$ cat config.mk
export PLATFORM = sky130hd
export DESIGN_NAME = exu_commit_mc_flat
export DESIGN_NICKNAME = d
export VERILOG_FILES = /design/src/rtl/exu_commit_mc_if.sv /design/src/rtl/exu_commit_mc.sv /design/src/flat_wrapper.sv
export SDC_FILE = /design/constraint.sdc
export NUM_CORES = 1
export LEC_CHECK = 0
export CORE_MARGIN = 8
export CORE_UTILIZATION = 45
export DETAILED_ROUTE_END_ITERATION = 8
export GPL_TIMING_DRIVEN = 0
export PLACE_DENSITY = 0.82
export SLEW_MARGIN = 15
export SYNTH_ARGS = -nofsm -noshare
export SYNTH_HDL_FRONTEND = slang
export SYNTH_SLANG_ARGS = --single-unit
$ cat constraint.sdc
create_clock -name clk -period 7 [get_ports clk]
set_clock_uncertainty 0.1 [all_clocks]
set_input_delay 1.05 -clock clk [delete_from_list [all_inputs] [get_ports clk]]
set_output_delay 1.05 -clock clk [all_outputs]
set_load 0.1 [all_outputs]
$ cat src/rtl/exu_commit_mc_if.sv
// Commit-channel and IFU redirect bundle for exu_commit_mc.
// Channel k's payload sits at bits [k*W +: W] of each packed vector.
interface exu_commit_mc_if #(
  parameter int NCH  = 2,
  parameter int XLEN = 32,
  parameter int PC_W = 32
);
  logic [NCH-1:0]      cmt_i_valid;
  logic [NCH-1:0]      cmt_i_ready;
  logic [NCH*PC_W-1:0] cmt_i_pc;
  logic [NCH*XLEN-1:0] cmt_i_imm;
  logic [NCH-1:0]      cmt_i_bjp;
  logic [NCH-1:0]      cmt_i_bjp_taken;
  logic [NCH-1:0]      cmt_i_bjp_prdt;
  logic [NCH-1:0]      cmt_i_ebreak;
  logic [NCH*XLEN-1:0] cmt_i_a0;
  logic                flush_req;
  logic                flush_ack;
  logic [PC_W-1:0]     flush_pc;

  modport master (
    output cmt_i_valid, cmt_i_pc, cmt_i_imm, cmt_i_bjp, cmt_i_bjp_taken,
           cmt_i_bjp_prdt, cmt_i_ebreak, cmt_i_a0, flush_ack,
    input  cmt_i_ready, flush_req, flush_pc
  );

  modport slave (
    input  cmt_i_valid, cmt_i_pc, cmt_i_imm, cmt_i_bjp, cmt_i_bjp_taken,
           cmt_i_bjp_prdt, cmt_i_ebreak, cmt_i_a0, flush_ack,
    output cmt_i_ready, flush_req, flush_pc
  );
endinterface

$ cat src/rtl/exu_commit_mc.sv
// Fixed-priority multi-channel commit stage: one retire per cycle, mispredict
// redirect handshake toward IFU, sticky ebreak trap and a retire counter.
//
// state | meaning
// RUN   | granting the lowest-index valid channel each cycle
// FLUSH | redirect pending; all channels blocked until flush_ack
// TRAP  | ebreak retired; everything frozen until rst
module exu_commit_mc #(
  parameter int NCH   = 2,
  parameter int XLEN  = 32,
  parameter int PC_W  = 32,
  parameter int CNT_W = 64
) (
  input  logic               clk,
  input  logic               rst,
  exu_commit_mc_if.slave     cmt,
  output logic               commit_trap,
  output logic [XLEN-1:0]    cmt_cause,
  output logic [XLEN-1:0]    endcode,
  output logic [CNT_W-1:0]   retire_cnt
);

  typedef enum logic [1:0] {
    S_RUN   = 2'd0,
    S_FLUSH = 2'd1,
    S_TRAP  = 2'd2
  } state_t;

  state_t          state;
  logic            flush_req;
  logic [PC_W-1:0] flush_pc;

  logic [NCH-1:0]  ready;
  logic            fire;
  int              gsel;
  logic [PC_W-1:0] g_pc;
  logic [PC_W-1:0] g_imm;
  logic [XLEN-1:0] g_a0;
  logic            g_bjp;
  logic            g_taken;
  logic            g_prdt;
  logic            g_ebreak;
  logic            g_mis;
  logic [PC_W-1:0] g_target;

  // Scan from the top so the lowest valid index wins.
  always_comb begin
    ready = '0;
    fire  = 1'b0;
    gsel  = 0;
    if (state == S_RUN) begin
      for (int k = NCH - 1; k >= 0; k--) begin
        if (cmt.cmt_i_valid[k]) begin
          gsel = k;
          fire = 1'b1;
        end
      end
      if (fire) ready[gsel] = 1'b1;
    end
  end

  always_comb begin
    g_pc     = cmt.cmt_i_pc[gsel*PC_W +: PC_W];
    g_imm    = PC_W'(cmt.cmt_i_imm[gsel*XLEN +: XLEN]);
    g_a0     = cmt.cmt_i_a0[gsel*XLEN +: XLEN];
    g_bjp    = cmt.cmt_i_bjp[gsel];
    g_taken  = cmt.cmt_i_bjp_taken[gsel];
    g_prdt   = cmt.cmt_i_bjp_prdt[gsel];
    g_ebreak = cmt.cmt_i_ebreak[gsel];
    g_mis    = g_bjp & (g_taken ^ g_prdt);
    g_target = g_taken ? (g_pc + g_imm) : (g_pc + PC_W'(4));
  end

  always_ff @(posedge clk) begin
    if (rst) begin
      state       <= S_RUN;
      flush_req   <= 1'b0;
      flush_pc    <= '0;
      commit_trap <= 1'b0;
      cmt_cause   <= '0;
      endcode     <= '0;
      retire_cnt  <= '0;
    end else begin
      case (state)
        S_RUN: begin
          if (fire) begin
            retire_cnt <= retire_cnt + CNT_W'(1);
            // ebreak wins over a mispredict on the same instruction
            if (g_ebreak) begin
              state       <= S_TRAP;
              commit_trap <= 1'b1;
              cmt_cause   <= XLEN'(3);
              endcode     <= g_a0;
            end else if (g_mis) begin
              state     <= S_FLUSH;
              flush_req <= 1'b1;
              flush_pc  <= g_target;
            end
          end
        end
        S_FLUSH: begin
          if (cmt.flush_ack) begin
            flush_req <= 1'b0;
            state     <= S_RUN;
          end
        end
        S_TRAP:  ;
        default: state <= S_RUN;
      endcase
    end
  end

  assign cmt.cmt_i_ready = ready;
  assign cmt.flush_req   = flush_req;
  assign cmt.flush_pc    = flush_pc;

endmodule

$ cat src/flat_wrapper.sv
// flat-port wrapper written by rule: the top's interface ports become plain ports
module exu_commit_mc_flat 
#(
  parameter int NCH   = 2,
  parameter int XLEN  = 32,
  parameter int PC_W  = 32,
  parameter int CNT_W = 64
)
  (clk, rst, commit_trap, cmt_cause, endcode, retire_cnt, cmt_cmt_i_valid, cmt_cmt_i_pc, cmt_cmt_i_imm, cmt_cmt_i_bjp, cmt_cmt_i_bjp_taken, cmt_cmt_i_bjp_prdt, cmt_cmt_i_ebreak, cmt_cmt_i_a0, cmt_flush_ack, cmt_cmt_i_ready, cmt_flush_req, cmt_flush_pc);
  exu_commit_mc_if #(.NCH(NCH), .XLEN(XLEN), .PC_W(PC_W)) cmt_i ();
  input  logic clk;
  input  logic rst;
  output logic commit_trap;
  output logic [XLEN-1:0] cmt_cause;
  output logic [XLEN-1:0] endcode;
  output logic [CNT_W-1:0] retire_cnt;
  input wire logic [$bits(cmt_i.cmt_i_valid)-1:0] cmt_cmt_i_valid;
  input wire logic [$bits(cmt_i.cmt_i_pc)-1:0] cmt_cmt_i_pc;
  input wire logic [$bits(cmt_i.cmt_i_imm)-1:0] cmt_cmt_i_imm;
  input wire logic [$bits(cmt_i.cmt_i_bjp)-1:0] cmt_cmt_i_bjp;
  input wire logic [$bits(cmt_i.cmt_i_bjp_taken)-1:0] cmt_cmt_i_bjp_taken;
  input wire logic [$bits(cmt_i.cmt_i_bjp_prdt)-1:0] cmt_cmt_i_bjp_prdt;
  input wire logic [$bits(cmt_i.cmt_i_ebreak)-1:0] cmt_cmt_i_ebreak;
  input wire logic [$bits(cmt_i.cmt_i_a0)-1:0] cmt_cmt_i_a0;
  input wire logic [$bits(cmt_i.flush_ack)-1:0] cmt_flush_ack;
  output wire logic [$bits(cmt_i.cmt_i_ready)-1:0] cmt_cmt_i_ready;
  output wire logic [$bits(cmt_i.flush_req)-1:0] cmt_flush_req;
  output wire logic [$bits(cmt_i.flush_pc)-1:0] cmt_flush_pc;
  assign cmt_i.cmt_i_valid = cmt_cmt_i_valid;
  assign cmt_i.cmt_i_pc = cmt_cmt_i_pc;
  assign cmt_i.cmt_i_imm = cmt_cmt_i_imm;
  assign cmt_i.cmt_i_bjp = cmt_cmt_i_bjp;
  assign cmt_i.cmt_i_bjp_taken = cmt_cmt_i_bjp_taken;
  assign cmt_i.cmt_i_bjp_prdt = cmt_cmt_i_bjp_prdt;
  assign cmt_i.cmt_i_ebreak = cmt_cmt_i_ebreak;
  assign cmt_i.cmt_i_a0 = cmt_cmt_i_a0;
  assign cmt_i.flush_ack = cmt_flush_ack;
  assign cmt_cmt_i_ready = cmt_i.cmt_i_ready;
  assign cmt_flush_req = cmt_i.flush_req;
  assign cmt_flush_pc = cmt_i.flush_pc;
  exu_commit_mc #(.NCH(NCH), .XLEN(XLEN), .PC_W(PC_W), .CNT_W(CNT_W)) u_core (.clk(clk), .rst(rst), .cmt(cmt_i), .commit_trap(commit_trap), .cmt_cause(cmt_cause), .endcode(endcode), .retire_cnt(retire_cnt));
endmodule
# Word level (Yosys, flattened, before mapping)
# Cells that the tools add are included.
[totals]
reg_bits = 133
inputBits = 205
out_inout_bits = 164
elab_cells = 70
[op_classes]
n_addsub = 3
order_cmp = 3
n_eq_ne = 7
shift = 3
mux = 35
n_bitwise = 4
n_reduce_logical = 8
[op_table]
columns = ["operator", "count"]
rows = [
  ["$shiftx A64 B32 Y32", 3],
  ["$mux W32", 3],
  ["$add A64 B1 Y64 const B", 1],
  ["$lt A32 B3 Y1 const B", 2],
  ["$add A32 B3 Y32 const B", 1],
  ["$add A32 B32 Y32", 1],
  ["$ge A32 B1 Y1 const B", 1],
  ["$mux W1", 23],
  ["$mux W2", 6],
  ["$reduce_and A4 Y1", 2],
  ["$pmux W2 S3", 1],
  ["$reduce_and A5 Y1", 1],
  ["$ne A2 B1 Y1 const B", 2],
  ["$ne A2 B2 Y1 const B", 2],
  ["$ne A3 B1 Y1 const B", 1],
  ["$reduce_and A3 Y1", 1],
  ["$eq A2 B1 Y1 const B", 1],
  ["$eq A2 B2 Y1 const B", 1],
  ["$logic_not A2 Y1", 1],
  ["$not A1 Y1", 2],
  ["$pmux W1 S2", 1],
  ["$reduce_and A2 Y1", 1],
  ["$reduce_bool A2 Y1", 1],
  ["$and A1 B1 Y1", 1],
  ["other kinds (3)", 3],
]

# Logic depth before layout (Yosys ltp)
# Gate-level depths: netlist (run 1).
[logic_depth]
word_depth = 13
ltp_mapped = 23
depth_no_buf = 16

# Worst setup path before layout (run 1)
# OpenSTA, ideal clock, no wires.
[synth_path]
path_type = "input port to flip-flop"
start = "input port cmt_cmt_i_valid[0]"
end = "register u_core.flush_pc[28] (netlist: u_core.cmt.flush_pc[28])"
setup_ns = 0.124
arrival_time_ns = 5.643
required_time_ns = 6.776
path_slack_ns = 1.132
path_stages = 23
path_buffers = 8
path_cell_list = "or4b_1 > buf_2 > buf_2 > buf_2 > buf_2 > buf_2 > clkbuf_1 > clkbuf_1 > clkbuf_1 > nand2_1 > nand2_1 > ha_1 > fa_1 > a211o_1 > a21oi_1 > o311a_1 > o21ai_1 > a211oi_2 > o21ai_2 > a31o_2 > a41oi_1 > mux2i_1 > a31oi_1"
[synth_via]
elab_chain_cells = 9
word_cells_on_any_way = 27
cone_classes = "2 x add/sub; 2 x shift; 19 x mux; 3 x bitwise; 1 x reduce/logical"
[synth_rtl]
columns = ["element", "line", "source"]
rows = [
  ["from (decl)", "flat_wrapper.sv:17", "input wire logic [$bits(cmt_i.cmt_i_valid)-1:0] cmt_cmt_i_valid;"],
  ["branches (longest 9 deep; another with $add A32 B3 Y32)", "n/a", ""],
  ["to (signal assigned)", "exu_commit_mc.sv:97", "flush_pc <= g_target;"],
  ["to (decl)", "exu_commit_mc.sv:31", "logic [PC_W-1:0] flush_pc;"],
]
# Several ways; the timed one is not identified. The select of a mux whose other input is x is not followed.
# A chain may end at the register's enable or synchronous reset.

# Worst setup path after layout (run 1)
[layout_path]
start = "input port cmt_cmt_i_valid[1]"
end = "register u_core.flush_pc[28] (netlist: u_core.cmt.flush_pc[28])"
[layout_via]
elab_chain_cells = 10
word_cells_on_any_way = 29
cone_classes = "2 x add/sub; 2 x shift; 21 x mux; 3 x bitwise; 1 x reduce/logical"
[layout_rtl]
columns = ["element"]
rows = [
  ["branches (longest 10 deep; another with $add A32 B3 Y32)"],
]
# Several ways; the timed one is not identified. The select of a mux whose other input is x is not followed.

==> results of run 1 <==
[power groups by stage]
stage / Sequential, W / Clock [W] / Combinational, W
final: 0.000821 / 0.000846 / 0.00123
after global routing: 0.000824 / 0.000891 / 0.00131
after CTS: 0.000819 / 0.000857 / 0.00122
after detailed placement: 0.000835 / 0 / 0.00122
after global placement: 0.000834 / 0 / 0.00121
after floorplan: 0.00111 / 0 / 0.000564
[through the flow]
stage,setup TNS [ns],util [%],cells,hold slack [ns]
3_3_place_gp,-24.89,63.5,1942,0.340
4_1_cts,0,66.2,1972,0.356
3_5_place_dp,-27.03,63.5,1942,0.348
5_1_grt,0,66.3,1972,0.373
6_report,0,66.3,1972,0.355
2_1_floorplan,0,-,1333,0.411
[worst max-delay path by stage]
stage | to | from | slack, ns | depth (start not counted)
final | u_core.cmt.flush_pc[28] | cmt_cmt_i_valid[1] | 0.23 | 23
after global routing | u_core.cmt.flush_pc[28] | cmt_cmt_i_valid[1] | 0.05 | 23
after CTS | u_core.cmt.flush_pc[29] | cmt_cmt_i_valid[1] | 0.06 | 22
after detailed placement | u_core.cmt.flush_pc[29] | cmt_cmt_i_valid[0] | -1.38 | 23
after global placement | u_core.cmt.flush_pc[29] | cmt_cmt_i_valid[0] | -1.30 | 23
after floorplan | u_core.cmt.flush_pc[28] | cmt_cmt_i_valid[0] | 1.13 | 23
[cell usage after synthesis, types with 7 or more instances]
| cell | instances | area [um2] |
|---|---|---|
| a211oi_1 | 9 | 67.6 |
| a21o_1 | 13 | 97.6 |
| a21oi_1 | 66 | 330 |
| a311oi_1 | 35 | 307 |
| a31oi_1 | 16 | 100 |
| and3_1 | 20 | 125 |
| and4_1 | 7 | 61.3 |
| buf_2 | 12 | 60.1 |
| buf_4 | 35 | 263 |
| clkbuf_1 | 50 | 188 |
| dfxtp_1 | 132 | 2640 |
| ha_1 | 27 | 338 |
| inv_1 | 24 | 90.1 |
| mux2i_1 | 28 | 280 |
| nand2_1 | 268 | 1010 |
| nand2b_1 | 7 | 43.8 |
| nand3_1 | 55 | 275 |
| nand4_1 | 24 | 150 |
| nor2_1 | 159 | 597 |
| nor3_1 | 27 | 135 |
| o21ai_0 | 59 | 295 |
| or3_1 | 15 | 93.8 |
| xnor2_1 | 53 | 464 |
| xor2_1 | 71 | 622 |
[worst max-delay path, cell delays in order]
cell and delay (ns):
clkdlybuf4s50_1 0.49, or4b_1 0.48, buf_2 0.22, buf_2 0.26
buf_2 0.27, clkbuf_4 0.27, buf_4 0.26, clkbuf_2 0.30
clkbuf_4 0.32, nand2_1 0.11, nand2_1 0.06, ha_1 0.24
fa_1 0.43, a211o_1 0.33, a21oi_1 0.15, o311a_1 0.21
o21ai_1 0.16, a211oi_2 0.29, o21ai_2 0.17, a31o_2 0.29
a41oi_1 0.27, mux2i_1 0.23, a31oi_1 0.09
[cell type report]
type	count	area (um2)
Sequential cell	132	2640
Inverter	25	95.1
Multi-Input combinational cell	1073	6220
Fill cell	1823	7000
Timing Repair Buffer	335	3350
Clock inverter	14	126
Tap cell	275	344
Clock buffer	18	429
Buffer	100	544
[logic make-up (layout without fill, tap and decap cells)]
kind of cell / after synthesis / count (layout) / share of synthesized area, %
AO/OA/AOI/OAI: 249 / 249 / 17.3
XOR/XNOR: 124 / 124 / 11.6
adder cells (fa/ha/maj): 30 / 30 / 4.03
buffers and inverters: 128 / 492 / 6.70
flip-flops: 132 / 132 / 28.2
multiplexers: 32 / 32 / 3.51
other: 1 / 30 / 0.0400
AND/OR/NAND/NOR: 608 / 608 / 28.6
[sequential cells by signal (all words and copies together), names as in the netlist]
register / count
u_core.endcode: 32
u_core.commit_trap: 1
u_core.retire_cnt: 64
u_core.cmt.flush_req: 1
u_core.cmt.flush_pc: 32
u_core.state: 2
[metal layers]
| metal | up-vias | wire length, um |
|---|---|---|
| li1 | 5224 | - |
| met4 | 0 | 1050 |
| met1 | 4966 | 15700 |
| met5 | - | 0 |
| met2 | 560 | 18500 |
| met3 | 70 | 3480 |
[timing repair]
item                                    4_1_cts  5_1_grt
resized for setup                             7        6
endpoints found under the setup margin       24       18
setup buffers                                 0        1
pin swaps                                     0        1
==> flow_summary_export.csv, run 1 <==
group,metric,value,unit
power_and_ir_drop,seq_power_share,28.3,%
cts,cts_tree,"done",
synth,yosysUniqueCellTypes,74,
grt,met2_usage,49.0,%
synth,yosys_warnings,0,
route,antenna_left,0,
route,via_per_inst,5.49,
cts,clock_path_buffers,2,
final_layout,mostFrequentLayoutCells,"334 x clkdlybuf4s50_1, 268 x nand2_1, 159 x nor2_1, 132 x dfxtp_1, 71 x xor2_1",
setup_path,reg2reg_slack,0.93,ns
grt,use_met3,6.83,%
sta,drv_slew,0,
route,drtIter0Drc,954,
min_path,whs_endpoint,"u_core.cmt.flush_pc[5]",
route,vias,10800,
grt,antenna_found_initial,0,
final_layout,insertedDiodeCount,0,
die,num_rows,53,
min_path,hp-class,"reg2reg",
synth,synthCells,1304,
setup_path,criticalPathCategory,"in2reg",
run,maxCapViolCount,0,
grt,top_usage_layer,"met2",
cts,cts_hold_buf,0,
cts,clkTransAtPathRegs,0.06,ns
route,first_pass_iters,5,
grt,grt_max_degree,20,
power_and_ir_drop,p_total,0.00290,W
cts,cts.htree.levels,4,
grt,grt_overflow,0,
sta,tightest_slew,1.13,ns
setup_path,cp-end-kind,"flop",
route,wire_per_inst,19.7,um
cts,cts.sinks,132,
final_layout,final_common_cell,"clkdlybuf4s50_1",
sta,postLayoutSetupSlackWorst,0.230,ns
setup_path,arrival,6.96,ns
setup_path,rr_endpoint,"u_core.cmt.flush_pc[28]",
synth,syn-cell-area,9380,um2
power_and_ir_drop,clockPowerShare,29.2,%
synth,yosys_most_used_dff,"dfxtp_1",
die,start_util,45.2,%
setup_path,cp-start-kind,"input pin",
setup_path,reg2reg_from,"u_core.state[1]",
grt,gr-usage-all-layers,28.9,%
final_layout,nNetsFinal,1917,
run_status,status,"finished clean",
min_path,hold_path_depth,2,
synth,async_flop_share,0,%
grt,met1_usage,35.7,%
cts,clk-insertion-delay-late,0.41,ns
synth,syn_area_per_cell,7.19,um2
grt,grt_pass1_vias,10600,
power_and_ir_drop,p_leak,5.50,nW
synth,synth_edf_count,0,
die,core_area,20800,um2
sta,relSlewSlack,24.7,%
setup_path,cp.required,7.19,ns
cts,cts_buffers,17,
die,dieArea,25700,um2
setup_path,worst_r2r_path_depth,22,
sta,max_freq,0.148,GHz
placement,dp_hpwl,31.3,mm
placement,placement.setup.worst_slack,-1.38,ns
route,remaining_drc_errors,0,
route,drt-total-wl,38.8,mm
die,die_h,160,um
sta,finalCriticalPeriod,6.77,ns
final_layout,postLayoutCellArea,13800,um2
die,num_io_pins,369,
grt,grt_pass1_wl,59.4,mm
placement,place_area,13200,um2
min_path,worstHoldStart,"u_core.cmt.flush_pc[5]",
power_and_ir_drop,p_comb_share,42.5,%
sta,rsz0062_at_grt,"false",
placement,port_buffers,334,
cts,clock-root-buffer,"clkbuf_16",
placement,gp_congestion,0.971,
power_and_ir_drop,power_density,211,nW/um2
setup_path,cp_max_fo,19,
power_and_ir_drop,internal_power,0.00169,W
die,die_x,160,um
sta,post-route-period-util,96.7,%
power_and_ir_drop,worst_ir_drop_vdd,0.178,mV
power_and_ir_drop,p_switching,0.00121,W
synth,seq_area_frac_synth,28.2,%
final_layout,syn_to_final_growth,46.7,%
synth,ys_seq_elements,132,
final_layout,layout-drive-gt1-share,6.01,%
power_and_ir_drop,switching_share,41.8,%
sta,setup-violations-final,0,
sta,final-hold-violation-count,0,
Note: power is estimated with default switching activity, not from simulation.
==> run 2, diff against run 1 <==
Settings changed: SLEW_MARGIN 15 to default.
==> results of run 2 <==
Same layout as run 1: the final DEF is identical, and so are final timing and power.
